$ cat src/rtl/cnn_stream_sequencer.sv
// CNN image-pass sequencer: fetches pixels over OBI, feeds the line buffer,
// writes back each relu result and reports completion / count errors.
module cnn_stream_sequencer #(
  parameter int IMG_W      = 28,
  parameter int IMG_H      = 28,
  parameter int DATA_WIDTH = 8,
  parameter int RES_WIDTH  = 32,
  parameter int ADDR_WIDTH = 32
) (
  input  logic                  clk_i,
  input  logic                  rst_i,
  input  logic                  start_i,
  input  logic [ADDR_WIDTH-1:0] input_base_i,
  input  logic [ADDR_WIDTH-1:0] output_base_i,
  output logic                  busy_o,
  output logic                  done_o,
  output logic                  err_o,
  output logic                  mem_req_o,
  input  logic                  mem_gnt_i,
  output logic [ADDR_WIDTH-1:0] mem_addr_o,
  output logic                  mem_we_o,
  output logic [3:0]            mem_be_o,
  output logic [31:0]           mem_wdata_o,
  input  logic                  mem_rvalid_i,
  input  logic [31:0]           mem_rdata_i,
  output logic [DATA_WIDTH-1:0] pixel_o,
  output logic                  pixel_valid_o,
  input  logic                  window_valid_i,
  input  logic [RES_WIDTH-1:0]  result_i
);

  localparam int CW = $clog2(IMG_W*IMG_H+1);
  localparam logic [CW-1:0] NPIX = CW'(IMG_W*IMG_H);
  localparam logic [CW-1:0] NOUT = CW'((IMG_W-2)*(IMG_H-2));

  typedef enum logic [2:0] {
    IDLE, RD_REQ, RD_RSP, PUSH,
    CHECK, WR_REQ, WR_RSP, FIN
  } state_e;

  state_e                state_q, state_d;
  logic [ADDR_WIDTH-1:0] in_base_q, in_base_d;
  logic [ADDR_WIDTH-1:0] out_base_q, out_base_d;
  logic [CW-1:0]         pix_cnt_q, pix_cnt_d;
  logic [CW-1:0]         out_cnt_q, out_cnt_d;
  logic [DATA_WIDTH-1:0] pixel_q, pixel_d;
  logic [31:0]           wdata_q, wdata_d;
  logic                  err_q, err_d;

  logic [31:0]           res_ext;
  logic                  pix_last;
  logic [ADDR_WIDTH-1:0] rd_addr;
  logic [ADDR_WIDTH-1:0] wr_addr;
  logic                  unused_rdata;

  assign unused_rdata = ^mem_rdata_i;
  assign pix_last = (pix_cnt_q == NPIX);
  assign rd_addr  = in_base_q + (ADDR_WIDTH'(pix_cnt_q) << 2);
  assign wr_addr  = out_base_q + (ADDR_WIDTH'(out_cnt_q) << 2);

  always_comb begin
    res_ext = '0;
    res_ext[RES_WIDTH-1:0] = result_i;
  end

  always_ff @(posedge clk_i) begin
    if (rst_i) begin
      state_q    <= IDLE;
      in_base_q  <= '0;
      out_base_q <= '0;
      pix_cnt_q  <= '0;
      out_cnt_q  <= '0;
      pixel_q    <= '0;
      wdata_q    <= '0;
      err_q      <= 1'b0;
    end else begin
      state_q    <= state_d;
      in_base_q  <= in_base_d;
      out_base_q <= out_base_d;
      pix_cnt_q  <= pix_cnt_d;
      out_cnt_q  <= out_cnt_d;
      pixel_q    <= pixel_d;
      wdata_q    <= wdata_d;
      err_q      <= err_d;
    end
  end

  always_comb begin
    state_d    = state_q;
    in_base_d  = in_base_q;
    out_base_d = out_base_q;
    pix_cnt_d  = pix_cnt_q;
    out_cnt_d  = out_cnt_q;
    pixel_d    = pixel_q;
    wdata_d    = wdata_q;
    err_d      = err_q;
    unique case (state_q)
      IDLE: begin
        if (start_i) begin
          in_base_d  = input_base_i;
          out_base_d = output_base_i;
          pix_cnt_d  = '0;
          out_cnt_d  = '0;
          err_d      = 1'b0;
          state_d    = RD_REQ;
        end
      end
      RD_REQ: begin
        if (mem_gnt_i) state_d = RD_RSP;
      end
      RD_RSP: begin
        if (mem_rvalid_i) begin
          pixel_d = mem_rdata_i[DATA_WIDTH-1:0];
          state_d = PUSH;
        end
      end
      PUSH: begin
        pix_cnt_d = pix_cnt_q + 1'b1;
        state_d   = CHECK;
      end
      CHECK: begin
        if (window_valid_i) begin
          wdata_d = res_ext;
          state_d = WR_REQ;
        end else begin
          state_d = pix_last ? FIN : RD_REQ;
        end
      end
      WR_REQ: begin
        if (mem_gnt_i) state_d = WR_RSP;
      end
      WR_RSP: begin
        if (mem_rvalid_i) begin
          out_cnt_d = out_cnt_q + 1'b1;
          state_d   = pix_last ? FIN : RD_REQ;
        end
      end
      FIN: begin
        err_d   = err_q | (out_cnt_q != NOUT);
        state_d = IDLE;
      end
      default: state_d = IDLE;
    endcase
  end

  always_comb begin
    busy_o        = (state_q != IDLE);
    done_o        = 1'b0;
    mem_req_o     = 1'b0;
    mem_we_o      = 1'b0;
    mem_addr_o    = '0;
    pixel_valid_o = 1'b0;
    unique case (state_q)
      RD_REQ: begin
        mem_req_o  = 1'b1;
        mem_addr_o = rd_addr;
      end
      WR_REQ: begin
        mem_req_o  = 1'b1;
        mem_we_o   = 1'b1;
        mem_addr_o = wr_addr;
      end
      PUSH:    pixel_valid_o = 1'b1;
      FIN:     done_o = 1'b1;
      default: ;
    endcase
  end

  assign mem_be_o    = 4'hF;
  assign mem_wdata_o = wdata_q;
  assign err_o       = err_q;
  assign pixel_o     = pixel_q;

endmodule

$ cat config.mk
export PLATFORM = sky130hd
export DESIGN_NAME = cnn_stream_sequencer
export DESIGN_NICKNAME = d
export VERILOG_FILES = /design/src/rtl/cnn_stream_sequencer.sv
export SDC_FILE = /design/constraint.sdc
export NUM_CORES = 1
export LEC_CHECK = 0
export CORE_MARGIN = 2
export CORE_UTILIZATION = 45
export DETAILED_ROUTE_END_ITERATION = 6
export GPL_ROUTABILITY_DRIVEN = 0
export PLACE_DENSITY_LB_ADDON = 0.2
export SLEW_MARGIN = 20
export SYNTH_ARGS = -nofsm -noshare
export SYNTH_HDL_FRONTEND = slang
export SYNTH_SLANG_ARGS = --single-unit
$ cat constraint.sdc
create_clock -name clk_i -period 8.8 [get_ports clk_i]
set_input_delay 1.76 -clock clk_i [delete_from_list [all_inputs] [get_ports clk_i]]
set_output_delay 1.76 -clock clk_i [all_outputs]
set_load 0.03 [all_outputs]
==> impl_metrics.py <==
metrics = {
    "power": {
        "combPwrFrac": 0.222,
        "p_int_mw": 1.27,
        "p_per_area_nw_per_um2": 191,
        "power_switching_mw": 0.567,
        "pwr-share-clk": 0.404,
        "finalPower_mw": 1.83,
        "switching_share": 0.309,
        "peakVddDrop_v": 0.000165,
        "p_leak_nw": 3.51,
        "power_frac_seq": 0.374,
    },
    "yosys": {
        "syn_area_per_cell_sq_um": 7.50,
        "ys_seq_area_frac": 0.364,
        "synthMuxAreaShare": 0.0361,
        "async_flop_share": 0,
        "synth_xor_area_frac": 0.0622,
        "synth-seq-cells": 128,
        "synth_top_family_by_area": "simple AND/OR/NAND/NOR gates",
        "synth_compound_area_frac": 0.191,
        "synthSimpleGateAreaFrac": 0.255,
        "synth_fa_ha_area_frac": 0.0484,
        "syn_area_sq_um": 7040,
        "synth_cells": 938,
        "synthFlopType": "dfxtp_1",
        "yosys_warnings": 0,
        "ys_types": 61,
        "synth-edff-count": 0,
    },
    "place": {
        "dpl.hpwl_mm": 13.9,
        "portBuffers": 187,
        "placed_cell_area_sq_um": 9000,
    },
    "timing": {
        "fin_crit_ps": 5640,
        "slew_violations": 0,
        "relSlewSlack": 0.402,
        "tightest_slew_ps": 897,
        "finalClockSkew_ps": 9.74,
        "setup_viol": 0,
        "post-route-period-util": 0.641,
        "fin_tns_setup_ps": 0,
        "hold_viol": 0,
        "max_clock_freq_ghz": 0.177,
        "rsz0062_at_grt": "no",
    },
    "detailed_routing": {
        "wl_met2_mm": 8.73,
        "met1_length_mm": 8.93,
        "dr.max_layer_used": "met4",
        "dr.pass1.iters": 7,
        "wire_per_inst_microns": 14.8,
        "dr_wl_met3_mm": 1.60,
        "drt_iter0_drc": 530,
        "detail-route-antenna-nets": 0,
        "drc": 0,
        "via_per_inst": 5.34,
        "drt-total-wl_mm": 19.5,
        "vias": 7050,
    },
    "clock_tree": {
        "cts-root-buf": "clkbuf_16",
        "clk_pin_slew_ps": 60,
        "cts-buffers-inserted": 17,
        "cts.path.max_buffers": 2,
        "cts_resized": 0,
        "worstSkewPairLatency_ps": 420,
        "ctsHoldBuffers": 0,
        "cts_sinks": 128,
        "cts_tree": "yes",
        "cts_setup_buffers": 0,
        "cts_htree_levels": 4,
    },
    "min_path": {
        "min_to": "mem_wdata_o[4]",
        "min_path_cells": 2,
        "hp-class": "flip-flop to flip-flop",
        "hp-start": "mem_wdata_o[4]",
    },
    "critical_path": {
        "reg2reg_from": "state_q[2]",
        "cp-end-kind": "primary output",
        "r2r_end": "pix_cnt_q[6]",
        "crit_path_max_fanout": 10,
        "crit_arrival_ps": 3880,
        "regToRegSetupSlack_ps": 6090,
        "crit_type": "flip-flop to primary output",
        "required_ps": 7040,
        "cp-start-kind": "flip-flop",
        "crit_start": "pix_cnt_q[0]",
        "r2r_cells": 8,
    },
    "floorplan": {
        "die_x_microns": 129,
        "coreArea_sq_um": 15300,
        "rows": 45,
        "dieArea_sq_um": 16700,
        "die_h_microns": 129,
        "start_util": 0.461,
        "ios": 216,
    },
    "run": {
        "maxCapViolations": 0,
    },
    "grt": {
        "overflow": 0,
        "grt_pass1_vias": 6347,
        "grt_usage": 0.233,
        "grt_pass1_wl_mm": 31.1,
        "grt_max_degree": 87,
        "antenna_found_initial": 0,
    },
    "cells_and_area": {
        "final_nets": 1256,
        "drive_gt1_frac": 0.0433,
        "design_area_sq_um": 9620,
        "syn_to_final_growth_pct": 36.6,
        "nFillCells": 1393,
        "n_antenna_cell": 0,
    },
    "outcome": {
        "status": "completed",
    },
}
[routing by layer]
metal,global-route usage,vias to the layer above
met5,0,-
met4,0.0652,0
met3,0.0784,20
met2,0.368,237
met1,0.306,3235
li1,-,3558
[Yosys cell counts (16+ instances only)]
cell type  count  area, sq um
xor2_1        24          210
mux2i_1       22          220
a21oi_1      134          671
dfxtp_1      128         2560
inv_1         16         60.1
ha_1          24          300
nor2_1        68          255
clkbuf_1      50          188
xnor2_1       26          228
nand3_1       30          150
o22ai_1       18          113
nand2_1      226          848
[sequential cells by signal, indices dropped and copies added (netlist names)]
signal	flops
err_o	1
in_base_q	32
mem_wdata_o	32
out_base_q	32
out_cnt_q	10
pix_cnt_q	10
pixel_o	8
state_q	3
[power groups by stage]
stage,logic [mW],clock network (mW),registers [mW]
after floorplan,0.263,0,0.684
after global placement,0.403,0,0.695
after detailed placement,0.406,0,0.697
after CTS,0.409,0.757,0.685
after global routing,0.447,0.781,0.694
final,0.407,0.741,0.686
[worst max-delay path, cell delays in order (launching register included)]
cell and delay (ps):
dfxtp_1 430, ha_1 210, inv_1 60, fa_1 370, nand2b_1 190, a21oi_1 240, o2111ai_2 340, a2111oi_1 500
xnor2_1 150, o22ai_1 230, clkdlybuf4s50_1 730
[per-stage QoR]
step           worst slack [ps]  hold WS, ps  std cells   util
6_report                   3160          451       1320  0.630
3_3_place_gp               3600          441       1288  0.590
4_1_cts                    3120          453       1320  0.630
2_1_floorplan              4410          436        941      -
5_1_grt                    2950          469       1320  0.630
3_5_place_dp               3580          446       1288  0.590
[kinds of logic (layout without fill, tap and decap cells)]
| family | count (synthesis) | after routing |
|---|---|---|
| simple gates | 403 | 403 |
| compound gates | 230 | 230 |
| flops | 128 | 128 |
| buf+inv | 75 | 243 |
| xor+xnor | 50 | 50 |
| fa+ha+maj | 26 | 26 |
| mux | 25 | 25 |
| other cells | 1 | 4 |
[how the worst max path moves through the flow]
stage | endpoint | slack, ps | cells after the start
detailed placement | mem_addr_o[28] | 3580 | 10
global route | mem_addr_o[28] | 2950 | 10
finish | mem_addr_o[28] | 3160 | 10
global placement | mem_addr_o[28] | 3600 | 10
CTS | mem_addr_o[28] | 3120 | 10
floorplan | mem_addr_o[28] | 4410 | 9
[cells in the final DEF, fill, tap and decap left out, types with 7 or more instances in the layout]
cell type,synthesis,layout
buf_4,4,7
clkdlybuf4s50_1,0,186
xnor2_1,26,26
o211ai_1,7,7
o22ai_1,18,18
nand2b_1,9,9
a211oi_1,10,10
ha_1,24,24
clkbuf_16,0,17
nand2_1,226,225
nand3_1,30,30
o21ai_0,15,15
inv_1,16,16
a21oi_1,134,134
a21o_1,7,7
and3_1,15,15
nand4_1,10,10
dfxtp_1,128,128
xor2_1,24,24
o21ai_1,8,8
nor2_1,68,68
mux2i_1,22,22
nor3_1,11,11
and4_1,7,7
[final cells by class]
class,count,area [sq um],share of cell area
flip-flops and latches,128,2560,0.266
inverters,18,67.6,0.00703
clock inverters,13,185,0.0193
repair buffers,193,1910,0.199
multi-input cells,738,4190,0.436
clock buffers,19,433,0.0450
well taps,211,264,0.0275
Note: power is estimated with default switching activity, not from simulation.
